--- src/rtl/rr_bus_arbiter.sv ---
// Round-robin arbiter for eight DMA masters sharing one bus.
// Holds a registered one-hot grant until the slave signals ready or a watchdog expires.
module rr_bus_arbiter #(
  parameter int TIMEOUT = 255
) (
  input  logic       clk,
  input  logic       rst,
  input  logic [7:0] dma,
  input  logic       ready,
  output logic [7:0] grant,
  output logic       req,
  output logic [2:0] owner,
  output logic       timeout
);

  typedef enum logic {
    IDLE = 1'b0,
    BUSY = 1'b1
  } state_t;

  // Count value seen on the last BUSY cycle before the watchdog revokes the grant.
  localparam logic [7:0] COUNT_LAST = 8'(TIMEOUT - 1);

  state_t     state;
  state_t     state_nxt;
  logic [7:0] grant_nxt;
  logic [2:0] owner_nxt;
  logic [2:0] last;
  logic [2:0] last_nxt;
  logic [7:0] count;
  logic [7:0] count_nxt;
  logic       timeout_nxt;
  logic [3:0] pick;

  // Returns {found, index}: first set bit of vec searching upward from base+1, wrapping.
  function automatic logic [3:0] rr_pick(input logic [7:0] vec, input logic [2:0] base);
    logic [3:0] res;
    logic [2:0] idx;
    res = 4'b0000;
    for (int i = 1; i <= 8; i++) begin
      idx = base + 3'(i);
      if (!res[3] && vec[idx]) begin
        res = {1'b1, idx};
      end
    end
    return res;
  endfunction

  function automatic logic [7:0] sat_inc(input logic [7:0] v);
    return (v == 8'hFF) ? v : v + 8'd1;
  endfunction

  always_comb begin
    pick = rr_pick(dma, last);
  end

  always_comb begin
    state_nxt   = state;
    grant_nxt   = grant;
    owner_nxt   = owner;
    last_nxt    = last;
    count_nxt   = count;
    timeout_nxt = 1'b0;
    case (state)
      IDLE: begin
        if (pick[3]) begin
          state_nxt = BUSY;
          grant_nxt = 8'b0000_0001 << pick[2:0];
          owner_nxt = pick[2:0];
          count_nxt = 8'd0;
        end
      end
      BUSY: begin
        // ready takes priority over a watchdog expiry in the same cycle
        if (ready || (count == COUNT_LAST)) begin
          state_nxt   = IDLE;
          grant_nxt   = 8'h00;
          owner_nxt   = 3'd0;
          last_nxt    = owner;
          timeout_nxt = !ready;
        end else begin
          count_nxt = sat_inc(count);
        end
      end
      default: state_nxt = IDLE;
    endcase
  end

  always_ff @(posedge clk or posedge rst) begin
    if (rst) begin
      state   <= IDLE;
      grant   <= 8'h00;
      owner   <= 3'd0;
      last    <= 3'd7;
      count   <= 8'd0;
      timeout <= 1'b0;
    end else begin
      state   <= state_nxt;
      grant   <= grant_nxt;
      owner   <= owner_nxt;
      last    <= last_nxt;
      count   <= count_nxt;
      timeout <= timeout_nxt;
    end
  end

  assign req = (state == BUSY);

endmodule

--- config.mk ---
export PLATFORM = sky130hd
export DESIGN_NAME = rr_bus_arbiter
export DESIGN_NICKNAME = d
export VERILOG_FILES = /design/src/rtl/rr_bus_arbiter.sv
export SDC_FILE = /design/constraint.sdc
export NUM_CORES = 1
export LEC_CHECK = 0
export ABC_AREA = 1
export BUFFER_PORTS_ARGS = -buffer_cell sky130_fd_sc_hd__buf_2
export CAP_MARGIN = 20
export CORE_UTILIZATION = 62
export DETAILED_ROUTE_END_ITERATION = 6
export PLACE_DENSITY = 0.87
export REMOVE_ABC_BUFFERS = 1
export SLEW_MARGIN = 20
export SYNTH_ARGS = -nofsm -noshare
export SYNTH_HDL_FRONTEND = slang
export SYNTH_SLANG_ARGS = --single-unit
--- constraint.sdc ---
create_clock -name clk -period 4.6 [get_ports clk]
set_clock_uncertainty 0.1 [all_clocks]
set_input_delay 0.46 -clock clk [delete_from_list [all_inputs] [get_ports clk]]
set_output_delay 0.46 -clock clk [all_outputs]
set_load 0.01 [all_outputs]
After elaboration in Yosys (flattened, before gate mapping)
Cells that the tools add are included.

Input port bits: 11. Bits in registers: 24. Word-level logic and storage cells: 88. Output and inout port bits: 13.

Bitwise gates (word level): 1. Shift-type cells: 1. Mux-type cells: 39. $add $sub $neg: 8. Reductions and logical operators: 19. Eq/ne operators: 6. $lt $le $gt $ge: 8.

Operators with widths (number): 8-bit two-way mux (5); 3-bit by 4-bit less-than comparator with 1-bit output, second input constant (8); 4-bit two-way mux (8); 8-bit case mux with 2 select lines (2); 1-bit binary-select mux with 3-bit select (8); 8-bit == test, second input constant (2); 3-bit adder, second input constant (4); 1-bit two-way mux (12); 8-bit by 1-bit adder with 8-bit output, second input constant (1); 1-bit logical NOT (8); 1-bit by 3-bit left shift with 8-bit output, first input constant (1); 1-bit logical AND (7); 3-bit by 2-bit adder with 3-bit output, second input constant (2); 3-bit two-way mux (2); 2-bit inequality test, second input constant (3); 3-bit case mux with 2 select lines (1); 2-bit AND reduction (2); 3-bit by 1-bit adder with 3-bit output, second input constant (1); 3-bit AND reduction (1); 2-bit by 1-bit inequality test with 1-bit output, second input constant (1); 1-bit case mux with 2 select lines (1); 1-bit logical OR (1); 1-bit inverter (1).

Depth between registers and ports, before layout
Word-level depth: 28. Mapped depth: 20. Gate-level depth less buffers: 19.

Worst setup path after synthesis
Ideal clock, no wire load.

Path type: register to register. Start: register last[0]. End: register count[0]. Path buffers: 2. Cell stages (with the launch flop): 17. Slack: 2042 ps. Setup time: 119 ps. Arrival: 2338 ps. Period minus slack after synthesis: 2558 ps. Data required time: 4381 ps. Path through: dfstp_2 > inv_2 > ha_1 > buf_2 > inv_1 > nand3_1 > nand3_2 > nand2_4 > nor2_4 > nand4_4 > nor2_4 > nand3_2 > nand2_4 > nand2_2 > buf_6 > nand3_1 > o21ai_2.

Longest elaborated chain between the ends: 27. Elaborated cells between the ends (all ways): 47. Those cells by class: add/sub (7); eq/ne (1); mux (24); reduce/logical (15).

RTL lines: start, declared (line 28) `logic [2:0] last;`; start signal, assigned (line 101) `last <= last_nxt;`; 3-bit by 1-bit adder with 3-bit output (line 41) `idx = base + 3'(i);`; 1-bit binary-select mux with 3-bit select (line 42) `if (!res[3] && vec[idx]) begin`; 1-bit two-way mux (not written as such) (line 42); 4-bit two-way mux (line 42); 1-bit logical NOT (line 42); 1-bit logical AND (line 42); 4-bit two-way mux (line 42); 1-bit logical NOT (line 42); [11 not listed]; 1-bit logical NOT (line 42); 1-bit logical AND (line 42); 4-bit two-way mux (line 42); 1-bit logical NOT (line 42); 1-bit logical AND (line 42); 4-bit two-way mux * (line 42); 2-bit inequality test (no source line) *; 3-bit AND reduction (no source line) *; end signal, assigned (line 102) `count <= count_nxt;`; end, declared (line 30) `logic [7:0] count;`.

Mark *: on every way between the ends. The rest lies on a longest branch, timed or not. The select of a mux whose other input is x is not followed. A chain may end at the register's enable or synchronous reset.

Worst setup path after layout
Start: register last[0]. End: register count[4].

Same word-level chain as after synthesis.

==> Implementation_results.wiki <==
{| class="wikitable"
! Metric !! Value
|-
| Filler cells || 233
|-
| GP Congestion || 0.970
|-
| Portion of total power attributed to the clock network || 6.9%
|-
| Post-Route Hold Slack || 0.201 ns
|-
| CP Data Arrival Time || 3.14 ns
|-
| Biggest area contributors in the synthesized netlist || sky130_fd_sc_hd__dfrtp_1 (28%), sky130_fd_sc_hd__nand2_1 (16%), sky130_fd_sc_hd__nand3_1 (8.5%)
|-
| Kind of cell adding the most delay to the critical path || simple AND/OR/NAND/NOR gates
|-
| Share of post-route cells with drive strength above 1 || 19.3%
|-
| DIE AREA || 3260 sq um
|-
| Critical path startpoint || last[0]
|-
| Maximum capacitance violations || 0
|-
| Flip-flop and latch count after synthesis || 24
|-
| Number of iterations in the first detailed-routing pass || 6
|-
| Relative slew slack || 41.1%
|-
| Wire length of the first global-routing pass || 7190 um
|-
| Setup slack of the critical path after layout || 1.57 ns
|-
| Remaining Overflow, GRT || 0
|-
| Crit. End Element || flip-flop
|-
| DP Worst Slack || 1.64 ns
|-
| Launching element type of the critical path || flip-flop
|-
| Power density relative to cell area || 795 nW/um^2
|-
| Sum of negative setup slack || 0 ns
|-
| Internal portion of total power || 0.675 mW
|-
| Data required time at the worst endpoint || 4.72 ns
|-
| X dimension of the die || 57.1 um
|-
| Max VDD drop || 0.000361 V
|-
| Effective utilization at floorplan || 67.0%
|-
| Violated checks || design-rule violations
|-
| Worst-skew pair later-pin latency || 0.32 ns
|-
| CTS tree || done
|-
| Sequential cell area fraction in the yosys report || 32.2%
|-
| Clock sink count || 24
|-
| RSZ-0062 raised after global routing || false
|-
| Tot Pwr || 1.61 mW
|-
| Via-per-instance ratio || 5.61
|-
| Slew Limit Fails || 0
|-
| DR vias || 1833
|-
| CP max-delay cell || sky130_fd_sc_hd__dfstp_2
|-
| Vertical die dimension || 57.1 um
|-
| Sequence of cells on the critical path || inv_2 -> ha_1 -> inv_1 -> nand3_1 -> nand3_2 -> nand2_4 -> nor2_4 -> nand4_4 -> nor2_4 -> nand3_2 -> nand2_4 -> nand2_2 -> nand4_1 -> o21ai_2
|-
| Maximum fanout encountered on the critical timing path || 14
|-
| Initial antenna violation count || 0
|-
| Final standard cell count with taps included and fillers excluded || 327
|-
| Area growth, synth to finish || 7.99%
|-
| Hold bufs inserted after CTS || 0
|-
| Startpoint of the worst register-to-register path || last[0]
|-
| 1st-iter DRT viols || 130
|-
| N_diodes || 0
|-
| Pin count of the biggest net entering global routing || 25
|-
| CP max stage delay || 0.72 ns
|-
| Number of ports placed on the die boundary || 24
|-
| Routed wire length || 4090 um
|-
| Number of buffers on the longest clock path || 2
|-
| Power dissipated by switching net loads || 0.939 mW
|-
| Wire per inst || 12.5 um
|-
| Top library cells by usage in the layout, fill and taps aside || sky130_fd_sc_hd__nand2_1 (82), sky130_fd_sc_hd__inv_1 (39), sky130_fd_sc_hd__nand3_1 (32)
|-
| Total GRT Usage || 28.1%
|-
| Area leader, netlist || sky130_fd_sc_hd__dfrtp_1
|-
| Switching part of the total || 58.2%
|-
| Run status || complete, but fails checks
|-
| Fmax || 0.330 GHz
|-
| Count of input and output buffers || 23
|-
| Syn Std Cell Area || 1880 sq um
|-
| CTS buffer count || 3
|-
| Placeable core region || 2810 sq um
|-
| Critical path class || reg -> reg
|-
| Antenna-violating nets left || 0
|-
| Finish-stage setup viols || 0
|-
| Leakage || 1.06 nW
|-
| Quantity of gates resized following cts || 0
|-
| Transition at the pin with the smallest max-transition slack || 0.883 ns
|-
| Area share of the largest cell type after synthesis || 28.0%
|-
| Total instance count after detailed placement || 323
|-
| HPWL after detailed placement || 3190 um
|-
| Combinational share of power || 71.5%
|-
| Shortest clock period the worst path allows after layout || 3.03 ns
|-
| Number of H-tree levels || 1
|-
| Clock transition at the registers of the reported paths || 0.13 ns
|-
| CTS root buf || sky130_fd_sc_hd__clkbuf_4
|-
| # nets final || 312
|-
| Final clock period utilization by the worst path || 65.8%
|-
| Crit path buffers/inverters || 2
|-
| Hold/Removal Path Class || in -> async
|-
| Post-route DRC violation count || 2
|-
| Number of endpoints with negative hold slack in the final report || 0
|-
| Placement row count || 19
|-
| Mean instance size in the synthesized netlist || 6.86 sq um
|-
| Number of buffers inserted to repair setup after CTS || 0
|-
| Warning count from the yosys run || 0
|-
| Part of the power in registers || 21.6%
|-
| Leading cell type in the layout, fill and taps excluded || sky130_fd_sc_hd__nand2_1
|-
| Vias in the first global route || 1647
|-
| Post-Synthesis Cells || 274
|-
| Number of distinct library cell variants in the gate-level netlist after synthesis || 29
|}
## routing by layer
metal | vias to the layer above | share of wire [%] | global-route usage [%]
li1 | 923 | - | -
met1 | 840 | 46 | 39.2
met2 | 68 | 45 | 43.5
met3 | 2 | 8.9 | 9.75
met4 | 0 | 0.24 | 4.18
met5 | - | 0 | 0
## flip-flops by register name, summed over array words and instances (netlist names)
signal and cells:
timeout 1, owner 3, count 8, grant 8, req 1, last 3
## worst paths after layout
kind | to | slack [ns] | cells past startpoint
hold reg to reg | grant[4] | 0.40 | 2
min in group clk | timeout | 0.21 | 2
setup reg to reg | count[4] | 1.57 | 14
max in group asynchronous | count[4] | 3.66 | 2
hold / removal | grant[5] | 0.20 | 2
setup / recovery | count[4] | 1.57 | 14
## final cells by class
type                    instances  area (sq um)  share of cell area (%)
flip-flops and latches         24           604                    29.8
well taps                      31          38.8                    1.91
clock buffers                   4          36.3                    1.79
repair buffers                 23           115                    5.67
inverters                      43           161                    7.95
multi-input cells             202          1070                    52.9
## synthesized netlist by cell type
master	n
sky130_fd_sc_hd__nor2_4	2
sky130_fd_sc_hd__dfstp_2	3
sky130_fd_sc_hd__nand4_4	1
sky130_fd_sc_hd__xor2_2	1
sky130_fd_sc_hd__dfrtp_1	21
sky130_fd_sc_hd__inv_2	4
sky130_fd_sc_hd__nand4_1	10
sky130_fd_sc_hd__nor2_2	2
sky130_fd_sc_hd__nor3_1	4
sky130_fd_sc_hd__buf_6	2
sky130_fd_sc_hd__buf_4	1
sky130_fd_sc_hd__nor2_1	17
sky130_fd_sc_hd__buf_2	2
sky130_fd_sc_hd__inv_1	39
sky130_fd_sc_hd__o21bai_1	5
sky130_fd_sc_hd__o31ai_1	2
sky130_fd_sc_hd__o21ai_2	5
sky130_fd_sc_hd__nand2_4	2
sky130_fd_sc_hd__o21ai_0	11
sky130_fd_sc_hd__o21ai_1	2
sky130_fd_sc_hd__xnor2_1	1
sky130_fd_sc_hd__nand2_1	82
sky130_fd_sc_hd__o22ai_1	2
sky130_fd_sc_hd__xor2_1	4
sky130_fd_sc_hd__nand3_2	5
sky130_fd_sc_hd__ha_1	4
sky130_fd_sc_hd__nand2_2	5
sky130_fd_sc_hd__nand3_1	32
sky130_fd_sc_hd__a21oi_1	3
## stage by stage
step                      instance area, sq um  utilization (%)
after detailed placement                  1990             71.1
after global routing                      2030             72.3
final                                     2030             72.3
after floorplan                           1840                -
after global placement                    1990             71.1
after CTS                                 2030             72.3
## kinds of logic after synthesis
kind of cell / after synthesis / synth area share (%)
xor gates and xnor gates: 6 / 3.20
buffers and inverters: 48 / 10.7
and+or+nand+nor: 162 / 41.2
adders and majority gates: 4 / 2.66
DFF: 24 / 32.2
AOI/OAI and AO/OA: 30 / 10.1
## power by group through the flow
stage	sequential (mW)	combinational, mW	clock [mW]
finish	0.349	1.15	0.112
global route	0.358	1.31	0.123
CTS	0.347	1.14	0.112
detailed placement	0.352	1.13	0
global placement	0.350	1.11	0
floorplan	0.349	0.885	0
Power figures use the tool's default switching activity.
